`config.mk`:
```
export PLATFORM = sky130hd
export DESIGN_NAME = shift_seq_ctrl
export DESIGN_NICKNAME = d
export VERILOG_FILES = /design/src/rtl/shift_seq_ctrl.sv
export SDC_FILE = /design/constraint.sdc
export NUM_CORES = 1
export LEC_CHECK = 0
export CORE_MARGIN = 10
export CORE_UTILIZATION = 47
export DETAILED_ROUTE_END_ITERATION = 6
export PLACE_DENSITY = 0.77
export SLEW_MARGIN = 20
export SYNTH_ARGS = -nofsm -noshare
export SYNTH_HDL_FRONTEND = slang
export SYNTH_SLANG_ARGS = --single-unit
```
`constraint.sdc`:
```
create_clock -name clock -period 1.8 [get_ports clock]
set_input_delay 0.36 -clock clock [delete_from_list [all_inputs] [get_ports clock]]
set_output_delay 0.36 -clock clock [all_outputs]
set_load 0.03 [all_outputs]
```
`src/rtl/shift_seq_ctrl.sv`:
```
// Load sequencer and self-checker for a WIDTH-stage serial-in shift register.
// Latency: accept edge T0, WIDTH shift cycles, one capture cycle, out_valid at T0+WIDTH+2.
// Backpressure: in_ready only in IDLE; result held with out_valid until out_ready.
module shift_seq_ctrl #(
    parameter int WIDTH     = 4,
    parameter bit MSB_FIRST = 1'b1
) (
    input  logic             clock,
    input  logic             clear,
    input  logic [WIDTH-1:0] in_data,
    input  logic             in_valid,
    output logic             in_ready,
    output logic             ser_out,
    output logic             shift_en,
    input  logic [WIDTH-1:0] taps,
    output logic [WIDTH-1:0] out_data,
    output logic             out_err,
    output logic             out_valid,
    input  logic             out_ready,
    output logic             busy
);

    localparam int            CW   = $clog2(WIDTH) + 1;
    localparam logic [CW-1:0] LAST = CW'(WIDTH - 1);

    typedef enum logic [1:0] {IDLE, SHIFT, CAPTURE, HOLD} state_t;

    state_t           state, state_nxt;
    logic [WIDTH-1:0] held, held_nxt;
    logic [CW-1:0]    cnt, cnt_nxt;
    logic             ser_nxt;
    logic [WIDTH-1:0] in_ord;
    logic [WIDTH-1:0] rest;

    // held is kept in send order: bit WIDTH-1 goes out first, so it is also
    // exactly the word the far-to-near taps should show after the shift.
    always_comb begin
        in_ord = in_data;
        if (!MSB_FIRST) in_ord = {<<{in_data}};
    end

    assign rest = held << (cnt + 1'b1);

    always_comb begin
        state_nxt = state;
        held_nxt  = held;
        cnt_nxt   = cnt;
        ser_nxt   = 1'b0;
        case (state)
            IDLE: begin
                if (in_valid) begin
                    held_nxt  = in_ord;
                    cnt_nxt   = '0;
                    ser_nxt   = in_ord[WIDTH-1];
                    state_nxt = SHIFT;
                end
            end
            SHIFT: begin
                if (cnt == LAST) begin
                    state_nxt = CAPTURE;
                end else begin
                    cnt_nxt = cnt + 1'b1;
                    ser_nxt = rest[WIDTH-1];
                end
            end
            CAPTURE: state_nxt = HOLD;
            HOLD: begin
                if (out_ready) state_nxt = IDLE;
            end
            default: state_nxt = IDLE;
        endcase
    end

    always_ff @(posedge clock or negedge clear) begin
        if (!clear) begin
            state    <= IDLE;
            held     <= '0;
            cnt      <= '0;
            ser_out  <= 1'b0;
            out_data <= '0;
            out_err  <= 1'b0;
        end else begin
            state   <= state_nxt;
            held    <= held_nxt;
            cnt     <= cnt_nxt;
            ser_out <= ser_nxt;
            if (state == CAPTURE) begin
                out_data <= taps;
                out_err  <= (taps != held);
            end
        end
    end

    assign in_ready  = (state == IDLE);
    assign shift_en  = (state == SHIFT);
    assign out_valid = (state == HOLD);
    assign busy      = (state != IDLE);

endmodule

```
==> flow_metrics.tcl <==
set metrics [dict create \
    die_h_um 62.6 \
    arrival_ns 1.34 \
    ant_nets 0 \
    critical-path-top-delay-family "flip-flops" \
    rows 15 \
    wl_um 1740 \
    grt_pass1_wl_um 3040 \
    grt-ovfl-total 0 \
    post_drt_wl_per_cell_um 14.1 \
    min_path_type "in -> async" \
    clk_path_buf_depth 2 \
    htree_levels 1 \
    path_clk_slew_ns 0.09 \
    drc_errors 0 \
    cellPowerDensity_mw_per_mm2 1880 \
    numCtsBuffers 3 \
    setup_viol 0 \
    crit_required_ns 1.44 \
    first_pass_iters 4 \
    clock.fmax_ghz 0.587 \
    dp.final_hpwl_um 1390 \
    critPathBufInv 2 \
    netlist_area_um2 855 \
    drv_slew 0 \
    drive_gt1_share_pct 22.4 \
    dp_cells 119 \
    status "finished clean" \
    setup-tns-final_ns 0 \
    synth_cell_types 23 \
    cp_max_fo 10 \
    syn2layout_area_growth_pct 32.9 \
    antennaDiodeCount 0 \
    rr_worst_depth 5 \
    multi_input_area_um2 464 \
    cts_tree "built" \
    design.core.area_mm2 0.00173 \
    final_area_mm2 0.00114 \
    clock_sink_count 15 \
    antenna_found_initial 0 \
    cts_root_buf "clkbuf_4" \
    synth_seq_area_share_pct 43.9 \
    cts_setup_buffers 0 \
    clk-insertion-delay-late_ns 0.28 \
    placed_cell_area_mm2 0.00110 \
    cap_violations 0 \
    avgSynthCellArea_um2 11.9 \
    r2r_start "cnt[1]" \
    min_period_ns 1.70 \
    grtUsageTotal_pct 9.24 \
    clock-skew-final_ns 0.00363 \
    gp_congestion 0.741 \
    drtIter0Drc 25 \
    r2r-end "state[1]" \
    synthesis.nets 91 \
    maxSlewHeadroom_pct 78.1 \
    grt_pass1_vias 695 \
    crit_type "reg -> out" \
    yosysWarnings 0 \
    synth_cells 72 \
    instances_no_fill 123 \
    rsz0062_at_grt "no" \
    tightest_slew_ns 0.328 \
    seq_area_um2 375 \
    fp.dieArea_mm2 0.00392 \
    worst-r2r-setup-slack_ns 0.14 \
    cpPeakStageDelay_ns 0.42 \
    num-fill-cells 150 \
    critical_path.cell_chain "inv_1, ha_2, buf_4" \
    portBuffers 21 \
    yosys_register_bits 15 \
    io_pins 22 \
    end_kind "output pin" \
    die_width_um 62.6 \
    avgViaCountPerCell 5.03 \
    finalCritPeriodShare_pct 94.7 \
    start_util_pct 49.5 \
    vias 619 \
    finalHoldViolCount 0 \
    layout.nets 118 \
    grt_max_degree 16 \
    total_leakage_power_nw 0.516 \
    irDropWorstVdd_uv 1020 \
    slowest_stage "dfrtp_1" \
    cp-start-kind "register" \
    cts_hold_buf 0 \
    final_util_pct 65.8 \
]
## how the worst max path moves through the flow
stage              from       end  cells after the start
6_report       state[1]  shift_en                      3
5_1_grt        state[1]  shift_en                      3
3_3_place_gp   in_valid  state[1]                      4
4_1_cts        state[0]      busy                      4
2_1_floorplan  state[1]  state[1]                      6
3_5_place_dp   state[1]  state[1]                      5
## state kept, by name, indices dropped and copies added (netlist names)
name / count
held: 4
out_data: 4
cnt: 3
state: 2
out_err: 1
ser_out: 1
## logic make-up after synthesis
group	count (synthesis)	synth area share [%]
and+or+nand+nor	21	15.4
buffers and inverters	6	3.51
adders and majority gates	7	10.2
AOI/OAI and AO/OA	8	6.88
muxes	11	16.0
DFF	15	43.9
xor gates and xnor gates	4	4.10
## report_power, final
| part | internal (mW) | total (mW) | switching, mW |
|---|---|---|---|
| Sequential | 0.507 | 0.619 | 0.112 |
| Combinational | 0.646 | 1.33 | 0.682 |
| Clock | 0.0860 | 0.193 | 0.107 |
| Total | 1.24 | 2.14 | 0.900 |
## cell usage in the layout (no fill, tap or decap), types with 3 or more instances in the layout
| cell | netlist | layout |
|---|---|---|
| a221o_1 | 3 | 3 |
| buf_4 | 0 | 6 |
| clkbuf_4 | 0 | 3 |
| clkdlybuf4s50_1 | 0 | 17 |
| dfrtp_1 | 15 | 15 |
| ha_1 | 7 | 5 |
| inv_1 | 4 | 4 |
| mux2_2 | 8 | 8 |
| nand2_1 | 6 | 6 |
| nor2_1 | 4 | 4 |
| xor2_1 | 4 | 4 |
## layer usage
metal,vias to the layer above,track usage [%],routed length (um)
li1,305,-,-
met4,0,4.19,12
met1,289,10.3,775
met2,23,15.0,789
met5,-,0,0
met3,2,3.76,157
## cells in the mapped netlist
library cell  count  area share (%)
o22ai_1           1            0.73
dfrtp_1          15              44
a221o_1           3             3.5
ha_1              7              10
inv_1             4             1.8
o21ai_0           1            0.59
nor2_1            4             1.8
mux2_2            8              11
a21oi_1           2             1.2
nand3_1           2             1.2
nor2b_4           2             3.2
mux2i_1           2             2.3
xor2_1            4             4.1
buf_6             1             1.3
nand2b_1          2             1.5
nor2b_1           1            0.73
nand2_1           6             2.6
mux4_1            1             3.1
nor3_4            1             1.9
a21o_1            1            0.88
nor4_1            1            0.73
clkbuf_1          1            0.44
nand3b_1          2             1.8
## stage by stage
step | setup WS, ns | hold WS (ns) | power [mW]
after CTS | 0.0255 | 0.392 | 2.12
after global routing | 0.0203 | 0.414 | 2.30
after detailed placement | 0.145 | 0.496 | 1.93
after floorplan | 0.0894 | 0.0644 | 1.55
after global placement | 0.195 | 0.489 | 1.90
final | 0.0955 | 0.389 | 2.14
## timing repair
| action | in CTS | in global routing |
|---|---|---|
| resized for setup | 1 | 3 |
| pin swaps | 0 | 0 |
| endpoints found under the setup margin | 1 | 2 |
## layout make-up
class                      instances  area share [%]
clock buffer                       4            2.31
inverter                           4            1.32
multi-input combinational         51            40.9
sequential                        15            33.0
tap                               25            2.75
timing repair buffer              24            19.7
(Power assumes the default switching activity.)
